**config.mk**
```make
export PLATFORM = sky130hd
export DESIGN_NAME = stall_controller
export DESIGN_NICKNAME = d
export VERILOG_FILES = /design/src/rtl/stall_controller.sv
export SDC_FILE = /design/constraint.sdc
export NUM_CORES = 1
export LEC_CHECK = 0
export BUFFER_PORTS_ARGS = -buffer_cell sky130_fd_sc_hd__buf_2
export CAP_MARGIN = 30
export CORE_ASPECT_RATIO = 1.1
export CORE_MARGIN = 2
export CORE_UTILIZATION = 49
export CTS_CLUSTER_DIAMETER = 150
export DETAILED_ROUTE_END_ITERATION = 10
export GPL_ROUTABILITY_DRIVEN = 0
export PLACE_DENSITY = 0.77
export SLEW_MARGIN = 15
export SYNTH_ARGS = -nofsm -noshare
export SYNTH_HDL_FRONTEND = slang
export SYNTH_SLANG_ARGS = --single-unit
```
**constraint.sdc**
```tcl
create_clock -name clk -period 2.6 [get_ports clk]
set_clock_uncertainty 0.1 [all_clocks]
set_input_delay 0.26 -clock clk [delete_from_list [all_inputs] [get_ports clk]]
set_output_delay 0.26 -clock clk [all_outputs]
set_load 0.1 [all_outputs]
```
**src/rtl/stall_controller.sv**
```systemverilog
// Pipeline interlock controller for the five-stage core: drives per-stage enables
// and NOP-insert strobes from hazard, redirect and memory handshakes, plus perf counters.
module stall_controller #(
    parameter int RESET_HOLD = 2,
    parameter int CNT_W      = 32
) (
    input  logic             clk,
    input  logic             rst_n,
    input  logic             bubble,
    input  logic             flush,
    input  logic             imem_resp_valid,
    input  logic             dmem_req_valid,
    input  logic             dmem_req_ready,
    input  logic             mem_resp_wait,
    input  logic             dmem_resp_valid,
    output logic             if_en,
    output logic             ex_en,
    output logic             mem_req_en,
    output logic             mem_resp_en,
    output logic             wb_en,
    output logic             if_kill,
    output logic             ex_kill,
    output logic [CNT_W-1:0] mem_stall_cycles,
    output logic [CNT_W-1:0] bubble_cycles,
    output logic [CNT_W-1:0] flush_count,
    output logic [CNT_W-1:0] mem_stall_events
);

    localparam logic [1:0] S_HOLD   = 2'd0;
    localparam logic [1:0] S_RUN    = 2'd1;
    localparam logic [1:0] S_MSTALL = 2'd2;

    localparam int                HOLD_W    = (RESET_HOLD > 1) ? $clog2(RESET_HOLD) : 1;
    localparam logic [HOLD_W-1:0] HOLD_LAST = HOLD_W'(RESET_HOLD - 1);
    localparam logic [HOLD_W-1:0] HOLD_ONE  = HOLD_W'(1);
    localparam logic [CNT_W-1:0]  CNT_ONE   = CNT_W'(1);

    logic [1:0]        r_state;
    logic [HOLD_W-1:0] r_hold_cnt;
    logic              r_flush_shadow;
    logic [CNT_W-1:0]  r_mem_stall_cycles;
    logic [CNT_W-1:0]  r_bubble_cycles;
    logic [CNT_W-1:0]  r_flush_count;
    logic [CNT_W-1:0]  r_mem_stall_events;

    logic       w_mstall;
    logic [1:0] w_state_nxt;
    logic       w_shadow_nxt;
    logic       w_inc_stall;
    logic       w_inc_event;
    logic       w_inc_bubble;
    logic       w_inc_flush;
    logic       w_if_en;
    logic       w_ex_en;
    logic       w_mem_req_en;
    logic       w_mem_resp_en;
    logic       w_wb_en;
    logic       w_if_kill;
    logic       w_ex_kill;

    assign w_mstall = (dmem_req_valid & ~dmem_req_ready) | (mem_resp_wait & ~dmem_resp_valid);

    // Mealy output decode and next-state selection; defaults are the HOLD drain values
    always_comb begin
        w_state_nxt   = r_state;
        w_shadow_nxt  = r_flush_shadow;
        w_inc_stall   = 1'b0;
        w_inc_event   = 1'b0;
        w_inc_bubble  = 1'b0;
        w_inc_flush   = 1'b0;
        w_if_en       = 1'b0;
        w_ex_en       = 1'b1;
        w_mem_req_en  = 1'b1;
        w_mem_resp_en = 1'b1;
        w_wb_en       = 1'b1;
        w_if_kill     = 1'b1;
        w_ex_kill     = 1'b1;
        case (r_state)
            S_HOLD: begin
                if (r_hold_cnt == HOLD_LAST) begin
                    w_state_nxt = S_RUN;
                end else begin
                    w_state_nxt = S_HOLD;
                end
            end
            S_RUN, S_MSTALL: begin
                w_ex_kill = 1'b0;
                if (w_mstall) begin
                    w_if_en       = 1'b0;
                    w_ex_en       = 1'b0;
                    w_mem_req_en  = 1'b0;
                    w_mem_resp_en = 1'b0;
                    w_wb_en       = 1'b0;
                    w_if_kill     = 1'b0;
                    w_inc_stall   = 1'b1;
                    w_inc_event   = (r_state == S_RUN);
                    w_state_nxt   = S_MSTALL;
                end else if (bubble) begin
                    // EX is held, so a concurrent flush is re-presented next cycle
                    w_ex_en      = 1'b0;
                    w_if_kill    = 1'b0;
                    w_ex_kill    = 1'b1;
                    w_inc_bubble = 1'b1;
                    w_state_nxt  = S_RUN;
                end else if (flush) begin
                    w_if_en      = 1'b1;
                    w_shadow_nxt = 1'b1;
                    w_inc_flush  = 1'b1;
                    w_state_nxt  = S_RUN;
                end else begin
                    w_if_en      = imem_resp_valid;
                    w_if_kill    = r_flush_shadow | ~imem_resp_valid;
                    w_shadow_nxt = 1'b0;
                    w_state_nxt  = S_RUN;
                end
            end
            default: begin
                w_state_nxt = S_HOLD;
            end
        endcase
    end

    assign if_en       = rst_n ? w_if_en       : 1'b0;
    assign ex_en       = rst_n ? w_ex_en       : 1'b1;
    assign mem_req_en  = rst_n ? w_mem_req_en  : 1'b1;
    assign mem_resp_en = rst_n ? w_mem_resp_en : 1'b1;
    assign wb_en       = rst_n ? w_wb_en       : 1'b1;
    assign if_kill     = rst_n ? w_if_kill     : 1'b1;
    assign ex_kill     = rst_n ? w_ex_kill     : 1'b1;

    // State, drain counter, wrong-path shadow and wrapping performance counters
    always_ff @(posedge clk) begin
        if (!rst_n) begin
            r_state            <= S_HOLD;
            r_hold_cnt         <= {HOLD_W{1'b0}};
            r_flush_shadow     <= 1'b0;
            r_mem_stall_cycles <= {CNT_W{1'b0}};
            r_bubble_cycles    <= {CNT_W{1'b0}};
            r_flush_count      <= {CNT_W{1'b0}};
            r_mem_stall_events <= {CNT_W{1'b0}};
        end else begin
            r_state        <= w_state_nxt;
            r_flush_shadow <= w_shadow_nxt;
            if (r_state == S_HOLD && w_state_nxt == S_HOLD) begin
                r_hold_cnt <= r_hold_cnt + HOLD_ONE;
            end else begin
                r_hold_cnt <= {HOLD_W{1'b0}};
            end
            if (w_inc_stall) begin
                r_mem_stall_cycles <= r_mem_stall_cycles + CNT_ONE;
            end else begin
                r_mem_stall_cycles <= r_mem_stall_cycles;
            end
            if (w_inc_event) begin
                r_mem_stall_events <= r_mem_stall_events + CNT_ONE;
            end else begin
                r_mem_stall_events <= r_mem_stall_events;
            end
            if (w_inc_bubble) begin
                r_bubble_cycles <= r_bubble_cycles + CNT_ONE;
            end else begin
                r_bubble_cycles <= r_bubble_cycles;
            end
            if (w_inc_flush) begin
                r_flush_count <= r_flush_count + CNT_ONE;
            end else begin
                r_flush_count <= r_flush_count;
            end
        end
    end

    assign mem_stall_cycles = r_mem_stall_cycles;
    assign bubble_cycles    = r_bubble_cycles;
    assign flush_count      = r_flush_count;
    assign mem_stall_events = r_mem_stall_events;

endmodule

```
==> out/summary.txt, run 1 <==
setup violators final - 0
R2R cell count - 7
nets@finish - 893
IO Pins - 144
Final Slew Violations - 0
worst hold slack - 0.0429 ns
Top FF cell, synth - dfxtp_1
initial drt markers - 298
Pint - 3.65 mW
final setup TNS - 0 ns
min-delay src - flush
Slew HR - 53.1%
async set or reset register ratio after synthesis - 0%
Clock Power Share - 47.9%
Comb pwr share - 9.1%
vias in the first global route - 5074
grt ovf - 0
post-synth top area cell - dfxtp_1
Fmax - 406 MHz
GRT Util Overall - 22.7%
top cells by count, synth - dfxtp_1, nor2_1, nand2_1
Sw Ratio - 24.3%
Ant. Diodes - 0
Hold Path Class - input port to flop
Worst Path Arrival - 2.71 ns
first-pass GRT wire length - 23900 um
net load switching power - 1.17 mW
clk_lat worst skew - 0.42 ns
reg-to-reg endpoint - flush_count[27]
CP startpoint kind - flop
Hold Path Depth - 3
power per cell area - 620 nW/um2
hold buffer count at cts - 0
# port buffers - 143
top cell type's share of synthesized area - 43.4%
critical path data required time - 2.85 ns
width of the die - 110 um
hpwl dp - 10500 um
H-tree depth - 4
DRC - 0
Yosys cell types - 43
drt pass-1 iters - 4
fin crit share - 94.6%
die span in y - 121 um
status - finished, final reports clean
routed wire length - 14900 um
Layout area overhead - 27.7%
Rows - 42
CTS Sinks - 132
Final Hold Fails - 0
CP startpoint - r_state[1]
Hold EP - flush_count[1]
Max Cap Violations - 0
sequential share of power - 43.0%
largest net degree at the start of global routing - 80
number of enable flip-flop cells after synthesis - 0
WS Path Type - flop to flop
RSZ-0062 raised after global routing - false
most numerous cell in the Yosys netlist - dfxtp_1
Die ar. - 13300 um2
Mapped Nets - 735
Num CTS Buffers - 17
Reg clk slew, reported paths - 0.05 ns
drt via density - 5.44
Worst R2R Start - r_state[1]
Avg Inst Size Synth - 8.46 um2
sequential area share after synthesis - 43.4%
Peak VDD IR - 0.363 mV
Lkg Pwr - 3.16 nW
Crit Path Max Fanout - 10
WL/cell - 14.3 um
Root Driver - clkbuf_16
layout cells sized above 1 - 29.4%
Final min period - 2.46 ns
antenna violations before repair - 0
flops & latches, synth - 132
TritonCTS clock tree - yes
worst reg2reg setup slack - 0.14 ns
Post-Route Utilization - 64.3%
Syn Std Cell Area - 6090 um2
top cells by area, synth - dfxtp_1, xor2_1, nor2_1, nand4_1, xnor2_1
Detail Route Antenna Nets - 0
core area - 12100 um2
Synth Warn # - 0
Syn Inst Count - 719
Initial Utilization - 50.4%
measured slew at the worst slew-check pin - 0.703 ns
Max Root-Sink Buffers - 2
Worst Setup End Kind - flop
DR vias - 5660
worst max path at each step:
stage                       to  slack [ns]
3_3_place_gp   flush_count[27]        0.02
2_1_floorplan            if_en       -0.02
4_1_cts        flush_count[27]        0.04
6_report       flush_count[27]        0.14
3_5_place_dp   flush_count[29]       -0.05
5_1_grt                  if_en        0.02
worst max-delay path: stages (launching register included):
cell and delay, ns:
dfxtp_1 0.32, inv_1 0.07, ha_4 0.28, nand2b_4 0.06
or4_4 0.49, or4b_4 0.55, or3_1 0.38, a21oi_1 0.14
stage by stage:
step	cells	total power [mW]	worst slack [ns]	instance area, um2
CTS	1041	4.85	0.0425	7740
finish	1041	4.81	0.140	7770
floorplan	719	2.44	-0.0185	6180
detailed placement	1012	2.54	-0.0524	7170
global placement	1012	2.53	0.0229	7170
global route	1041	4.98	0.0208	7770
kinds of logic (layout without fill, tap and decap cells):
| kind of cell | count (synthesis) | in the layout | share of synthesized area (%) |
|---|---|---|---|
| adders and majority gates | 7 | 7 | 1.44 |
| buffers and inverters | 45 | 213 | 2.96 |
| and+or+nand+nor | 368 | 368 | 31.3 |
| muxes | 6 | 6 | 0.987 |
| AOI/OAI and AO/OA | 74 | 74 | 7.34 |
| xor gates and xnor gates | 87 | 87 | 12.5 |
| DFF | 132 | 132 | 43.4 |
power by group through the flow:
| stage | Clock (mW) | Sequential [mW] | Combinational [mW] |
|---|---|---|---|
| after floorplan | 0 | 2.18 | 0.259 |
| after global placement | 0 | 2.11 | 0.422 |
| after detailed placement | 0 | 2.11 | 0.425 |
| after CTS | 2.35 | 2.07 | 0.426 |
| after global routing | 2.43 | 2.07 | 0.470 |
| final | 2.31 | 2.07 | 0.437 |
placed cells by master, fill, tap and decap left out, types with 4 or more instances in the layout:
cell type,synthesis,routed
buf_2,3,143
nor2_1,100,100
dfxtp_1,132,82
nand2_1,68,68
xor2_1,57,57
dfxtp_2,0,50
nand4_1,45,45
nand3_1,43,41
xnor2_1,30,30
a21oi_1,29,29
o21ai_0,23,23
buf_4,2,23
or3_1,21,21
clkbuf_16,0,17
inv_1,17,16
nor3_1,16,16
and4_1,14,14
and3_1,14,14
nor4_1,12,11
nand2b_1,8,8
and2_1,7,7
or4_1,6,6
mux2i_1,6,6
ha_1,7,6
o21bai_1,5,5
clkinv_2,0,4
o31ai_1,4,4
clkbuf_8,0,4
what timing repair did:
action	in CTS	in global routing
endpoints found under the setup margin	3	13
buffers inserted	0	0
pin swaps	0	1
hold endpoints to repair	0	0
gates resized for setup	1	3
sequential cells by signal, indices dropped and copies added, names as in the netlist:
name and cells:
bubble_cycles 32, r_hold_cnt 1, flush_count 32, r_state 2, mem_stall_cycles 32, r_flush_shadow 1
mem_stall_events 32
cell type report:
| class | count | area (um2) |
|---|---|---|
| clock buffers | 24 | 492 |
| clock inverters | 5 | 75.1 |
| fillers | 1069 | 4320 |
| inverters | 17 | 65.1 |
| multi-input cells | 542 | 3330 |
| flip-flops and latches | 132 | 2710 |
| well taps | 154 | 193 |
| repair buffers | 167 | 908 |
per-layer routing:
layer  GRT usage (%)  up-vias  routed length, um
met5               0        -                  0
met4            9.53        0                304
met3            6.98       28                938
met2            35.8      140               6890
met1            28.5     2645               6720
li1                -     2847                  -
No activity file was read; power rests on OpenSTA's default activity.
==> run 2, diff against run 1 <==
--- a/config.mk
+++ b/config.mk
@@ -13,7 +13,7 @@
 export CTS_CLUSTER_DIAMETER = 150
 export DETAILED_ROUTE_END_ITERATION = 10
 export GPL_ROUTABILITY_DRIVEN = 0
-export PLACE_DENSITY = 0.77
+export PLACE_DENSITY = 0.74
 export SLEW_MARGIN = 15
 export SYNTH_ARGS = -nofsm -noshare
 export SYNTH_HDL_FRONTEND = slang
==> out/summary.txt, run 2 (synthesis results as in run 1) <==
status - finished, final reports clean
Initial Utilization - 50.4% (unchanged)
fin crit share - 96.5% (+1.9 points)
Die ar. - 13300 um2 (unchanged)
placed standard-cell area - 7180 um2 (+0.21%)
critical path data required time - 2.85 ns (about the same)
CTS Sinks - 132 (unchanged)
Worst R2R Start - r_state[1]
Crit Path Max Fanout - 10 (unchanged)
commonest non-fill, non-tap cells in the layout - buf_2, nor2_1, dfxtp_1, nand2_1, xor2_1
Max Root-Sink Buffers - 2 (unchanged)
width of the die - 110 um (unchanged)
Rows - 42 (unchanged)
Worst Setup End Kind - flop
final setup TNS - 0 ns (unchanged)
first-pass GRT wire length - 24400 um (+2.3%)
H-tree depth - 4 (unchanged)
# port buffers - 143 (unchanged)
Peak VDD IR - 0.392 mV (+8.0%)
DRC - 0 (unchanged)
Worst Path Arrival - 2.76 ns (+0.05 ns)
initial drt markers - 428 (+44%)
Hold Path Class - input port to flop
core area - 12100 um2 (unchanged)
DR vias - 5812 (+2.7%)
TritonCTS clock tree - yes
post-route cell area - 7800 um2 (+0.45%)
Slew HR - 57.9% (+4.9 points)
drt pass-1 iters - 5 (+1)
RSZ-0062 raised after global routing - false
WS Path Type - flop to flop
Final Hold Fails - 0 (unchanged)
GRT Util Overall - 23.0% (+0.33 points)
worst setup path endpoint - flush_count[29]
clk_lat worst skew - 0.42 ns (about the same)
most common cell after layout, fill and taps aside - buf_2
Reg clk slew, reported paths - 0.06 ns (about the same)
largest net degree at the start of global routing - 61 (-24%)
Ant. Diodes - 0 (unchanged)
R2R cell count - 7 (unchanged)
reg-to-reg endpoint - flush_count[29]
drt via density - 5.57 (+2.4%)
Layout Cells excl Fill - 1044 (+0.29%)
total setup buffers inserted after CTS - 0 (unchanged)
setup violators final - 0 (unchanged)
power per cell area - 628 nW/um2 (+1.4%)
die span in y - 121 um (unchanged)
Final Slew Violations - 0 (unchanged)
Detail Route Antenna Nets - 0 (unchanged)
vias in the first global route - 5212 (+2.7%)
Root Driver - clkbuf_16
Post-Route Utilization - 64.6% (+0.29 points)
measured slew at the worst slew-check pin - 0.630 ns (-0.0731 ns)
CP startpoint kind - flop
hold buffer count at cts - 0 (unchanged)
number of fill cells - 1014 (-5.1%)
Cells after DPL - 1012 (unchanged)
grt ovf - 0 (unchanged)
nets@finish - 893 (unchanged)
IO Pins - 144 (unchanged)
WL/cell - 14.6 um (+2.6%)
layout cells sized above 1 - 29.8% (+0.35 points)
worst reg2reg setup slack - 0.09 ns (-0.05 ns)
Layout area overhead - 28.2%
Max Cap Violations - 0 (unchanged)
Fmax - 398 MHz (-2.0%)
Final min period - 2.51 ns (+0.0493 ns)
Num CTS Buffers - 17 (unchanged)
hpwl dp - 10700 um (+1.8%)
CP startpoint - r_state[1]
routed wire length - 15300 um (+2.9%)
worst hold slack - 0.0376 ns (-0.00525 ns)
antenna violations before repair - 0 (unchanged)
Lkg Pwr - 3.18 nW (+0.70%)
[run 2: final cells by class]
cell class / instances / area, um2 / share of cell area, %
clock inverters: 9 / 100 / 1.28
clock buffers: 23 / 498 / 6.38
inverters: 17 / 65.1 / 0.834
well taps: 154 / 193 / 2.47
repair buffers: 167 / 930 / 11.9
multi-input cells: 542 / 3310 / 42.5
flip-flops and latches: 132 / 2710 / 34.7
[run 2: power breakdown]
group / switching, mW / leakage (nW) / total [mW] / internal, mW
Sequential: 0.0210 / 1.09 / 2.07 / 2.05
Clock: 0.859 / 0.295 / 2.39 / 1.53
Combinational: 0.331 / 1.80 / 0.447 / 0.116
[run 2: repair_timing]
item / 4_1_cts / 5_1_grt
endpoints found under the hold margin: 0 / 0
endpoints found under the setup margin: 4 / 6
gates resized for setup: 1 / 3
[run 2: metrics by stage]
step                      power, mW  setup WS, ns
after floorplan                2.44       -0.0185
after global placement         2.54        0.0408
after detailed placement       2.55       -0.0256
after CTS                      4.94        0.0353
after global routing           5.06        0.0129
final                          4.90        0.0903
[run 2: layer usage]
| metal | wire length, um | track usage, % | vias up |
|---|---|---|---|
| li1 | - | - | 2837 |
| met1 | 6790 | 29.0 | 2773 |
| met2 | 7230 | 37.3 | 173 |
| met3 | 1010 | 7.14 | 29 |
| met4 | 257 | 7.34 | 0 |
| met5 | 0 | 0 | - |
[run 2: worst min path at each step]
stage	from	endpoint	slack, ns	cells past startpoint
6_report	flush	flush_count[1]	0.04	3
3_5_place_dp	r_hold_cnt	r_hold_cnt	0.32	1
4_1_cts	flush	flush_count[1]	0.03	3
3_3_place_gp	r_hold_cnt	r_hold_cnt	0.31	1
2_1_floorplan	r_hold_cnt	r_hold_cnt	0.30	1
5_1_grt	flush	flush_count[1]	0.05	3
[run 2: critical path, cell delays in order, from the launching register on]
cell and delay, ns:
dfxtp_1 0.33, inv_1 0.08, ha_4 0.29, nand2b_4 0.06, or4_4 0.48, or4b_4 0.59
or3_1 0.36, a21oi_1 0.16
